==> config.mk <==
export PLATFORM = sky130hd
export DESIGN_NAME = mag_frame_serializer
export DESIGN_NICKNAME = d
export VERILOG_FILES = /design/src/rtl/mag_pkg.sv /design/src/rtl/mag_frame_fifo.sv /design/src/rtl/mag_frame_serializer.sv
export SDC_FILE = /design/constraint.sdc
export NUM_CORES = 1
export LEC_CHECK = 0
export BUFFER_PORTS_ARGS = -buffer_cell sky130_fd_sc_hd__buf_2
export CAP_MARGIN = 25
export CORE_MARGIN = 3
export CORE_UTILIZATION = 64
export CTS_BUF_LIST = sky130_fd_sc_hd__clkbuf_4 sky130_fd_sc_hd__clkbuf_8
export CTS_CLUSTER_SIZE = 28
export DETAILED_ROUTE_END_ITERATION = 6
export PLACE_DENSITY = 0.91
export SETUP_SLACK_MARGIN = 0.02
export SLEW_MARGIN = 0
export SYNTH_ARGS = -nofsm -noshare
export SYNTH_HDL_FRONTEND = slang
export SYNTH_SLANG_ARGS = --single-unit
==> constraint.sdc <==
create_clock -name clk -period 3.3 [get_ports clk]
set_input_delay 0.66 -clock clk [delete_from_list [all_inputs] [get_ports clk]]
set_output_delay 0.66 -clock clk [all_outputs]
set_load 0.005 [all_outputs]
==> src/rtl/mag_pkg.sv <==
// mag_pkg
//   Shared definitions for the magnetometer frame path.
//   Frame layout (80 bits): sensor data [79:32], timestamp [31:8],
//   marker 0x4D [7:0].
//   stream_order() rearranges a frame so that stream byte k sits in
//   bits [8k+7:8k]. The serializer can then select a byte with a plain
//   index instead of decoding a field map.
package mag_pkg;

    localparam int          MAG_FRAME_W  = 80;
    localparam logic [7:0]  MAG_MARKER   = 8'h4D;
    localparam int          SENSOR_LSB   = 32;
    localparam int          TS_LSB       = 8;
    localparam int          FRAME_BYTES  = 10;
    localparam int          SENSOR_W     = MAG_FRAME_W - SENSOR_LSB;
    localparam int          SENSOR_BYTES = SENSOR_W / 8;

    typedef logic [MAG_FRAME_W-1:0] mag_frame_t;
    typedef logic [SENSOR_W-1:0]    mag_sensor_t;

    // Stream order: marker, then timestamp MSB first, then sensor MSB first.
    function automatic mag_frame_t stream_order(input mag_frame_t f);
        mag_frame_t r;
        r = '0;
        r[7:0]   = f[7:0];
        r[15:8]  = f[TS_LSB+16 +: 8];
        r[23:16] = f[TS_LSB+8  +: 8];
        r[31:24] = f[TS_LSB    +: 8];
        for (int unsigned k = 0; k < SENSOR_BYTES; k++) begin
            r[32 + 8*k +: 8] = f[MAG_FRAME_W - 8 - 8*k +: 8];
        end
        return r;
    endfunction

endpackage

==> src/rtl/mag_frame_fifo.sv <==
// mag_frame_fifo
//   DEPTH x WIDTH synchronous FIFO with an asynchronous active-low reset.
//   A push is accepted when the FIFO is not full. It is also accepted when
//   the FIFO is full, provided a pop happens in the same cycle. A pop is
//   ignored when the FIFO is empty. Full and empty come from a separate
//   count register. The pointers are log2(DEPTH) bits wide and wrap
//   naturally.
// Ports
//   clk        system clock
//   rst        asynchronous active-low reset
//   push       write push_data
//   push_data  entry to write
//   pop        remove the head entry
//   pop_data   head entry (combinational read)
//   count      entries stored, 0..DEPTH
//   full       count == DEPTH
//   empty      count == 0
module mag_frame_fifo #(
    parameter int DEPTH = 4,
    parameter int WIDTH = 80,
    localparam int CNT_W = $clog2(DEPTH + 1),
    localparam int PTR_W = $clog2(DEPTH)
) (
    input  logic             clk,
    input  logic             rst,
    input  logic             push,
    input  logic [WIDTH-1:0] push_data,
    input  logic             pop,
    output logic [WIDTH-1:0] pop_data,
    output logic [CNT_W-1:0] count,
    output logic             full,
    output logic             empty
);

    logic [WIDTH-1:0] mem [DEPTH];
    logic [PTR_W-1:0] wr_ptr;
    logic [PTR_W-1:0] rd_ptr;
    logic             do_push;
    logic             do_pop;

    assign full     = (count == CNT_W'(DEPTH));
    assign empty    = (count == '0);
    assign do_pop   = pop && !empty;
    assign do_push  = push && (!full || do_pop);
    assign pop_data = mem[rd_ptr];

    always_ff @(posedge clk or negedge rst) begin
        if (!rst) begin
            for (int unsigned i = 0; i < DEPTH; i++) begin
                mem[i] <= '0;
            end
            wr_ptr <= '0;
            rd_ptr <= '0;
            count  <= '0;
        end else begin
            if (do_push) begin
                mem[wr_ptr] <= push_data;
                wr_ptr      <= wr_ptr + PTR_W'(1);
            end
            if (do_pop) begin
                rd_ptr <= rd_ptr + PTR_W'(1);
            end
            case ({do_push, do_pop})
                2'b10:   count <= count + CNT_W'(1);
                2'b01:   count <= count - CNT_W'(1);
                default: count <= count;
            endcase
        end
    end

endmodule

==> src/rtl/mag_frame_serializer.sv <==
// mag_frame_serializer
//   Watches the 80-bit magnetometer frame coming from the I2C interface.
//   A frame is captured when two consecutive samples are equal and the
//   sensor field differs from the last captured one. Captured frames are
//   queued in a DEPTH-entry FIFO. Each queued frame is sent as a 10-byte
//   stream over a valid/ready handshake. A frame that arrives while the
//   FIFO is full is dropped and counted, and the drop counter saturates.
// Ports
//   clk         system clock, rising edge
//   rst         asynchronous active-low reset
//   mag_data    frame from the I2C interface (may change asynchronously)
//   byte_out    current stream byte (0x00 while idle)
//   byte_valid  byte_out is valid
//   byte_ready  consumer accepts byte_out this cycle
//   fifo_count  frames stored in the FIFO, 0..DEPTH
//   drop_count  frames dropped because the FIFO was full, saturating
//   busy        a frame is being serialized
module mag_frame_serializer
    import mag_pkg::*;
#(
    parameter int DEPTH       = 4,
    parameter int FRAME_BYTES = mag_pkg::FRAME_BYTES,
    localparam int CNT_W = $clog2(DEPTH + 1),
    localparam int IDX_W = $clog2(FRAME_BYTES)
) (
    input  logic                   clk,
    input  logic                   rst,
    input  logic [MAG_FRAME_W-1:0] mag_data,
    output logic [7:0]             byte_out,
    output logic                   byte_valid,
    input  logic                   byte_ready,
    output logic [CNT_W-1:0]       fifo_count,
    output logic [7:0]             drop_count,
    output logic                   busy
);

    localparam logic [0:0] ST_IDLE = 1'b0;
    localparam logic [0:0] ST_SEND = 1'b1;

    logic [0:0]                   state;
    mag_frame_t                   s0;
    mag_frame_t                   s1;
    mag_sensor_t                  last_sensor;
    logic [FRAME_BYTES-1:0][7:0]  sh;
    logic [IDX_W-1:0]             idx;

    logic       capture;
    logic       fifo_pop;
    logic       fifo_full;
    logic       fifo_empty;
    logic       drop;
    mag_frame_t fifo_head;

    // Two-stage sampling of the asynchronous frame. A capture needs two
    // identical samples. A change in the timestamp field alone is ignored,
    // because only the sensor field is compared against last_sensor.
    always_ff @(posedge clk or negedge rst) begin
        if (!rst) begin
            s0 <= '0;
            s1 <= '0;
        end else begin
            s0 <= mag_data;
            s1 <= s0;
        end
    end

    assign capture  = (s0 == s1) && (s1[MAG_FRAME_W-1:SENSOR_LSB] != last_sensor);
    assign fifo_pop = (state == ST_IDLE) && !fifo_empty;
    // The FIFO takes a push while full only if the serializer pops in the
    // same cycle. Any other capture while full is a drop.
    assign drop     = capture && fifo_full && !fifo_pop;

    // last_sensor is updated even when the frame is dropped, so that a
    // reading which stays stable is counted as a single drop.
    always_ff @(posedge clk or negedge rst) begin
        if (!rst) begin
            last_sensor <= '0;
            drop_count  <= '0;
        end else begin
            if (capture) begin
                last_sensor <= s1[MAG_FRAME_W-1:SENSOR_LSB];
            end
            if (drop && (drop_count != 8'hFF)) begin
                drop_count <= drop_count + 8'd1;
            end
        end
    end

    mag_frame_fifo #(
        .DEPTH (DEPTH),
        .WIDTH (MAG_FRAME_W)
    ) u_fifo (
        .clk       (clk),
        .rst       (rst),
        .push      (capture),
        .push_data (s1),
        .pop       (fifo_pop),
        .pop_data  (fifo_head),
        .count     (fifo_count),
        .full      (fifo_full),
        .empty     (fifo_empty)
    );

    // The popped frame is stored already rearranged into stream order, so
    // byte idx of the stream is simply sh[idx].
    always_ff @(posedge clk or negedge rst) begin
        if (!rst) begin
            state <= ST_IDLE;
            sh    <= '0;
            idx   <= '0;
        end else begin
            case (state)
                ST_IDLE: begin
                    if (fifo_pop) begin
                        sh    <= stream_order(fifo_head);
                        idx   <= '0;
                        state <= ST_SEND;
                    end
                end
                ST_SEND: begin
                    if (byte_ready) begin
                        if (idx == IDX_W'(FRAME_BYTES - 1)) begin
                            state <= ST_IDLE;
                        end else begin
                            idx <= idx + IDX_W'(1);
                        end
                    end
                end
                default: state <= ST_IDLE;
            endcase
        end
    end

    assign busy       = (state == ST_SEND);
    assign byte_valid = busy;
    assign byte_out   = busy ? sh[idx] : 8'h00;

endmodule

* Yosys cells after proc, flatten, opt, wreduce, memory -nomap -nowiden
Cells that the tools add are included.
Operators by class: muxes and demuxes 18, bitwise operators 3, $lt $le $gt $ge 4, equality and inequality tests 10, reductions and logical operators 16, add/sub/neg operators 6
Operators by type and width (count):
- $bwmux W320 | 1
- $mux W80 | 3
- $bmux W80 S2 | 1
- $demux W80 S2 | 1
- $eq A80 B80 Y1 | 1
- $ne A48 B48 Y1 | 1
- $bmux W8 S4 | 1
- $mux W8 | 2
- $mux W4 | 3
- $add A8 B1 Y8 const B | 1
- $logic_and A1 B1 Y1 | 8
- $ne A8 B8 Y1 const B | 1
- $pmux W4 S2 | 1
- $ge A3 B3 Y1 const B | 2
- $ne A2 B2 Y1 const B | 3
- $not A2 Y3 | 2
- $pmux W3 S2 | 1
- $lt A4 B5 Y1 const B | 1
- $add A2 B1 Y2 const B | 2
- $add A4 B1 Y4 const B | 1
- $eq A4 B4 Y1 const B | 1
- $add A3 B1 Y3 const B | 1
- $eq A3 B3 Y1 const B | 1
- $logic_not A1 Y1 | 3
- other kinds (12) | 14
Word-level totals: bits of input ports 83, register bits after elaboration 628, output and inout bits 21, word-level logic and storage cells 80

* Depth between registers and ports, before layout
Gate-level depths: netlist of the first run.
depth in word-level cells 8, mapped depth 12, depth with buffers taken out 11

* By module
A second synthesis of the first run with hierarchy kept.
Unflattened totals: cells, all modules 1563, area total of the unflattened synthesis 25979.9 um2
Modules (own cells, without submodules):
- mag_frame_fifo | cells an instance 811, area each 14300.0 um2, sequential area each 8182.8 um2, instances 1
- mag_frame_serializer | cells an instance 752, area each 11680.0 um2, sequential area each 7532.2 um2, instances 1

* Worst setup path after synthesis of the first run
Ideal clock, no wire load.
kind reg-to-output, start point register idx[0], end point output port byte_out[6], buffers on the path 2, cell stages (with the launch flop) 7, arrival 2026 ps, data required time 2640 ps, slack 614 ps, cell sequence dfrtp_1 > clkbuf_1 > buf_2 > mux4_2 > mux2i_1 > o22ai_1 > and2_1
Between the ends: word-level cells in the longest chain between the ends 3
RTL lines:
- from (decl) | RTL line mag_frame_serializer.sv:45 | logic [IDX_W-1:0] idx;
- from (signal assigned) | RTL line mag_frame_serializer.sv:125 | idx <= idx + IDX_W'(1);
- $bmux W8 S4 | RTL line mag_frame_serializer.sv:136 | assign byte_out = busy ? sh[idx] : 8'h00;
- $mux W8 (implied by the code) | RTL line mag_frame_serializer.sv:136
- $mux W8 | RTL line mag_frame_serializer.sv:136
- to (decl) | RTL line mag_frame_serializer.sv:29 | output logic [7:0] byte_out,
Every way passes these cells. The select of a mux whose other input is x is not followed.

* Worst setup path in the final report of the first run
start point register idx[0], end point output port byte_out[4]
Same word-level chain as after synthesis.

==> summary.md, run 1 <==
| Metric | Value |
|---|---|
| Clock latency at the later pin of the worst-skew pair | `0.68 ns` |
| Clock slew at reported path FFs | `0.06 ns` |
| Final WL | `slightly above 60 mm` |
| Nature of the critical path startpoint | `flop` |
| WHS Path Cells | `1` |
| Worst reg2reg startpoint | `s1[6]` |
| Row cnt | `72` |
| Post-DP HPWL | `39.1 mm` |
| Pin count of the biggest net entering global routing | `105` |
| Crit Path Class | `flop to primary output` |
| Final Instance Area | `29200 sq um` |
| Initial antenna violation count | `2` |
| Post-synthesis cell type count | `32` |
| Syn Inst Count | `1581` |
| Routed Antenna Nets | `0` |
| Cell area after synthesis | `25700 sq um` |
| Leak | `~14 nW` |
| Most instantiated library cell after synthesis | `dfrtp_1` |
| Clock Tree Root | `clkbuf_8` |
| Post-synth EDFFs | `0` |
| CP arrival | `~2.6 ns` |
| Initial DRC Count | `1375` |
| Total power | `between 15 and 20 mW` |
| Crit. End Element | `primary output` |
| Pwr Density | `533 nW/um^2` |
| Mapped Nets | `1673` |
| Ys flop type | `dfrtp_1` |
| First-pass GRT wire length | `94.7 mm` |
| Asr flop ratio synth | `1.00` |
| Total CTS buffers | `95` |
| Routed vias/inst | `6.28` |
| Final Critical Period | `3.29 ns` |
| # IOs | `104` |
| Actual slew at the worst max-slew pin | `approximately 0.9 ns` |
| Die Width | `approximately 210 um` |
| Top cells by count, synth | `628 x dfrtp_1, 324 x mux2_1, 126 x mux2_2, 105 x xnor2_1, 96 x mux4_2` |
| Worst VDD drop | `0.329 mV` |
| Placed cell areas | `27100 sq um` |
| Max clock buf depth | `3` |
| Drt drc | `0` |
| Core area | `39200 sq um` |
| Worst reg2reg endpoint | `u_fifo.mem[78]` |
| Dpl ws | `0.197 ns` |
| Critical Path Fanout Max | `7` |
| Starting density of the core | `0.656` |
| RSZ-0062 raised after global routing | `true` |
| Worst relative slew slack | `0.398` |
| Final Cycle Share | `0.996` |
| Final setup TNS | `0 ns` |
| Synth top area share | `0.612` |
| Slew Limit Fails | `0` |
| Largest area contributor in the netlist | `dfrtp_1` |
| Die Footprint | `about 43000 sq um` |
| Hold_sp | `mag_data[2]` |
| Worst Hold End | `s0[2]` |
| IO buf count | `103` |
| Yosys reg bits | `around 630` |
| Die Ht | `slightly above 200 um` |
| Run status | `complete, no violations` |
| Max-cap violations | `0` |
| GR Overflow Total | `0` |
| Hold crit path type | `primary input to flop` |
| Syn. warnings | `0` |
| GRT Overall Usage | `0.299` |
| First-pass DRT Iterations | `5` |
| Detailed-route via count | `roughly 14000` |
| Largest cells by area after synthesis | `dfrtp_1 61%, mux2_1 14%, mux4_2 8.4%, mux2_2 5.5%, xnor2_1 3.6%` |
| H-tree depth | `3` |
| Share of cells above drive strength 1 | `0.316` |
| R2R depth | `8` |
| Syn-to-layout area delta | `13.7%` |
| Number of global-route vias before repair | `15881` |
| Final Setup Violations | `0` |
| Clock skew | `0.0403 ns` |
| Crit path required time | `2.64 ns` |
| CTS sink count | `628` |
| Final Hold Vio Count | `0` |
| Worst setup margin | `0.0145 ns` |
| Post-Syn Area per Cell | `about 16 sq um` |
| Wirelength per Cell | `26.5 um` |
| CTS tree | `yes` |
| FILL cells | `2091` |
| RD Place Congestion | `0.851` |
| FMAX | `0.304 GHz` |
| FF-to-FF setup slack | `0.10 ns` |
| N_diodes | `0` |
| Fin nets | `~1800` |
| Sequential share of the synthesized area | `0.612` |
## per-stage QoR
stage | instances | hold slack [ns] | util
after CTS | 2301 | 0.0525 | 0.745
final | 2301 | 0.0839 | 0.745
after detailed placement | 2133 | 0.381 | 0.691
after global placement | 2133 | 0.377 | 0.691
after floorplan | 1581 | 0.364 | -
after global routing | 2301 | 0.0679 | 0.745
## where the power goes
group	switching [mW]	internal (mW)	total, mW
Sequential	0.268	7.83	8.10
Clock	2.97	3.61	6.58
Combinational	0.512	0.388	0.900
## registers in the layout (all words and copies together), names as in the netlist
register / cells
busy: 1
drop_count: 8
idx: 4
last_sensor: 48
s0: 80
s1: 80
sh: 80
u_fifo.count: 3
u_fifo.mem: 320
u_fifo.rd_ptr: 2
u_fifo.wr_ptr: 2
## worst max-delay path, stage by stage, from the launching register on
cell and delay, ns:
dfrtp_2 0.41, buf_12 0.14, buf_16 0.16, mux4_2 0.55, mux2i_4 0.25, o22ai_2 0.14, and2_1 0.18, buf_2 0.12
## repair_timing
action,CTS,global route
resized for setup,10,3
endpoints found under the setup margin,7,280
hold buffers,1,0
setup buffers,1,0
gates cloned,2,0
endpoints found under the hold margin,50,0
pin swaps,1,1
## how the worst max path moves through the flow
stage / start / end / slack [ns] / depth (start not counted)
6_report: idx[0] / byte_out[4] / 0.01 / 7
5_1_grt: idx[0] / byte_out[4] / -0.06 / 7
4_1_cts: idx[0] / byte_out[1] / 0.01 / 7
3_5_place_dp: s1[43] / u_fifo.mem[125] / 0.20 / 8
3_3_place_gp: s1[43] / u_fifo.mem[66] / 0.18 / 8
2_1_floorplan: idx[0] / byte_out[6] / 0.61 / 6
## cell usage in the layout, fill, tap and decap left out, types with 3 or more instances in the layout
master and n:
inv_6 3, buf_4 29, xnor2_1 105, nand3_4 4
nand3b_1 3, and2_1 8, mux2_1 324, nor2_1 7
mux2i_4 3, o21ai_0 3, buf_12 26, inv_1 9
mux2_2 126, clkinv_2 7, mux4_2 96, o22ai_1 7
inv_8 3, nand4_1 29, mux2i_1 12, buf_2 102
and3_1 5, nand3_1 10, ha_1 8, dfrtp_1 625
xor2_1 36, clkbuf_4 31, clkbuf_8 119, nor4_1 13
a31oi_1 4, nand2_1 6
## layer usage
metal / vias to the layer above / GRT usage / share of wire
li1: 5927 / - / -
met1: 7714 / 0.397 / 0.39
met2: 616 / 0.476 / 0.48
met3: 199 / 0.0622 / 0.075
met4: 4 / 0.149 / 0.052
met5: - / 0 / 0.00043
## cell type report
type                    count  area, sq um  area share
repair buffers            161         1330      0.0455
clock inverters            14          114     0.00390
inverters                  10         38.8     0.00133
multi-input cells         820         9490       0.325
well taps                 518          648      0.0222
clock buffers             150         1870      0.0640
flip-flops and latches    628        15700       0.538
## cells by family (layout without fill, tap and decap cells)
| family | Yosys count | count (layout) | share of synthesized area |
|---|---|---|---|
| AO/OA/AOI/OAI | 16 | 16 | 0.00380 |
| XOR/XNOR | 141 | 141 | 0.0481 |
| adder cells (fa/ha/maj) | 9 | 9 | 0.00468 |
| buffers and inverters | 133 | 335 | 0.0222 |
| flip-flops | 628 | 628 | 0.612 |
| multiplexers | 563 | 563 | 0.288 |
| AND/OR/NAND/NOR | 91 | 91 | 0.0215 |
(Power assumes the default switching activity.)
==> inputs of run 2 (changes only) <==
--- a/constraint.sdc
+++ b/constraint.sdc
@@ -3,2 +3,2 @@
 set_output_delay 0.66 -clock clk [all_outputs]
-set_load 0.005 [all_outputs]
+set_load 0.02 [all_outputs]
==> run 2 against run 1 <==
Combinational power increased by 2%. Critical endpoint is now byte_out[1]. Design area about the same. Non-clock buffer count unchanged. Cell count about the same. Sequential cell count unchanged. Clock skew decreased by 0.00075 ns. Highest routed layer unchanged. Via count increased by 0.16%. Routed wire length increased by 0.16%. Sequential share of layout area decreased by 0.051 points. Clock power about the same.
==> summary.md, run 2 (same netlist as run 1, synthesis figures left out) <==
| Metric | Value |
|---|---|
| RSZ-0062 raised after global routing | `true` |
| First-pass DRT Iterations | `5 (unchanged)` |
| Crit path max-delay family | `multiplexers` |
| Slew Limit Fails | `0 (unchanged)` |
| Max-cap violations | `0 (unchanged)` |
| Commonest non-fill, non-tap cells in the layout | `625 x dfrtp_1, 324 x mux2_1, 126 x mux2_2, 119 x clkbuf_8, 105 x xnor2_1` |
| Total CTS buffers | `95 (unchanged)` |
| Switching part of the total power | `0.242 (+0.000807)` |
| Drt drc | `0 (unchanged)` |
| Final Cycle Share | `0.999 (+0.00318)` |
| Non-filler cells, final | `2302 (+0.043%)` |
| Final Hold Vio Count | `0 (unchanged)` |
| WP depth | `7 (unchanged)` |
| Pin count of the biggest net entering global routing | `105 (unchanged)` |
| Placed cell areas | `27100 sq um (unchanged)` |
| Most common cell after layout, fill and taps aside | `dfrtp_1` |
| Initial DRC Count | `1336 (-2.8%)` |
| GR Overflow Total | `0 (unchanged)` |
| DP Cell Count | `2133 (unchanged)` |
| FF+latch area | `15700 sq um (unchanged)` |
| Crit. End Element | `primary output` |
| Fin nets | `1808 (unchanged)` |
| NetSw | `3.77 mW (+0.45%)` |
| Worst VDD drop | `0.329 mV (about the same)` |
| Core area | `39200 sq um (unchanged)` |
| Max clock buf depth | `3 (unchanged)` |
| Worst Setup SP | `idx[0]` |
| Nature of the critical path startpoint | `flop` |
| FILL cells | `2088 (-0.14%)` |
| Worst Path Buf+Inv | `3 (unchanged)` |
| Pwr Density | `533 nW/um^2 (about the same)` |
| # IOs | `104 (unchanged)` |
| Routed Antenna Nets | `0 (unchanged)` |
| Detailed-route via count | `14483 (+0.16%)` |
| CTS sink count | `628 (unchanged)` |
| Number of global-route vias before repair | `15925 (+0.28%)` |
| IO buf count | `103 (unchanged)` |
| Clock skew | `0.0396 ns (-0.000748 ns)` |
| Hold_sp | `mag_data[2]` |
| Routed vias/inst | `6.29 (+0.12%)` |
| Actual slew at the worst max-slew pin | `0.896 ns (-0.00670 ns)` |
| Run status | `complete, no violations` |
| Critical Path Fanout Max | `7 (unchanged)` |
| Die Width | `206 um (unchanged)` |
| Clock Tree Root | `clkbuf_8` |
| Leak | `14.4 nW (about the same)` |
| RD Place Congestion | `0.851 (unchanged)` |
| Share of cells above drive strength 1 | `0.316 (+0.000561)` |
| Clock latency at the later pin of the worst-skew pair | `0.68 ns (about the same)` |
| Final WL | `61.0 mm (+0.16%)` |
| Final Instance Area | `29200 sq um (about the same)` |
| Internal power | `11.8 mW (about the same)` |
| WHS Path Cells | `1 (unchanged)` |
| GRT Overall Usage | `0.299 (about the same)` |
| CP arrival | `2.64 ns (about the same)` |
| Critical Path Max Stage Delay | `0.63 ns (+0.08 ns)` |
| Max reg flops | `320 (unchanged)` |
| Final Setup Violations | `0 (unchanged)` |
| CTS tree | `yes` |
| Clock slew at reported path FFs | `0.06 ns (about the same)` |
| Post-DP HPWL | `39.1 mm (unchanged)` |
| Slowest stage cell on the critical path | `mux4_2` |
| Top reg by flops | `u_fifo.mem` |
| First-pass GRT wire length | `94.8 mm (about the same)` |
| Combinational share of power | `0.059 (about the same)` |
| Worst relative slew slack | `0.402 (+0.00446)` |
| Cell Chain, Critical Path | `buf_12 > buf_16 > mux4_2 > mux2i_1 > o22ai_1 > and2_1 > buf_6` |
| Die Footprint | `42600 sq um (unchanged)` |
| Initial antenna violation count | `2 (unchanged)` |
| Sequential Power Share | `0.519 (about the same)` |
| Crit Path Class | `flop to primary output` |
| Wirelength per Cell | `26.5 um (+0.12%)` |
| Row cnt | `72 (unchanged)` |
| H-tree depth | `3 (unchanged)` |
| Worst reg2reg startpoint | `s1[43]` |
| Final Critical Period | `3.30 ns (+0.0105 ns)` |
| Clock Power Share | `0.422 (about the same)` |
| FMAX | `0.303 GHz (-0.32%)` |
| Area occupied by multi-input gates | `9490 sq um (about the same)` |
| Die Ht | `206 um (unchanged)` |
| R2R depth | `8 (unchanged)` |
| Syn-to-layout area delta | `13.8% (about the same)` |
| Hold crit path type | `primary input to flop` |
| Crit path required time | `2.64 ns (about the same)` |
| Starting density of the core | `0.656 (unchanged)` |
==> run 2: path summary, 6_finish.rpt <==
check | endpoint | slack, ns
max in group asynchronous | s0[4] | 1.69
min in group asynchronous | sh[3] | 0.57
worst max register to register | u_fifo.mem[78] | 0.09
worst max-delay path | byte_out[1] | 0.004
worst min-delay path | s0[2] | 0.09
worst min register to register | s1[28] | 0.38
==> run 2: power by group through the flow <==
| stage | Combinational, mW | Sequential [mW] | Clock, mW |
|---|---|---|---|
| after floorplan | 0.462 | 8.05 | 0 |
| after CTS | 0.910 | 8.09 | 6.67 |
| after global placement | 0.756 | 8.18 | 0 |
| after global routing | 0.967 | 8.11 | 7.02 |
| final | 0.917 | 8.10 | 6.58 |
| after detailed placement | 0.776 | 8.20 | 0 |
==> run 2: per-layer routing <==
metal	global-route usage	wire length, um	share of wire
met4	0.151	3160	0.052
met2	0.476	29400	0.48
met3	0.0578	4480	0.073
met5	0	11	0.00018
met1	0.400	24000	0.39
==> run 2: layout make-up <==
cell class	count	share of cell area
repair buffers	161	0.0461
multi-input cells	820	0.325
flip-flops and latches	628	0.538
inverters	10	0.00133
clock inverters	14	0.00389
diodes	1	0.0000856
well taps	518	0.0222
clock buffers	150	0.0640
==> run 2: per-stage QoR <==
stage          power (mW)  setup slack, ns  TNS [ns]  utilization  hold WS (ns)
3_5_place_dp         8.98            0.197         0        0.691         0.381
3_3_place_gp         8.94            0.180         0        0.691         0.377
2_1_floorplan        8.51            0.555         0            -         0.364
5_1_grt              16.1          -0.0547    -0.259        0.746        0.0679
6_report             15.6          0.00403         0        0.746        0.0881
4_1_cts              15.7         -0.00814   -0.0105        0.746        0.0525
==> run 2: what timing repair did <==
action	in CTS	in global routing
resized for setup	16	4
pin swaps	2	1
buffers inserted	1	0
cloned	2	0
endpoints found under the setup margin	8	282
hold buffers	1	0
endpoints found under the hold margin	50	0
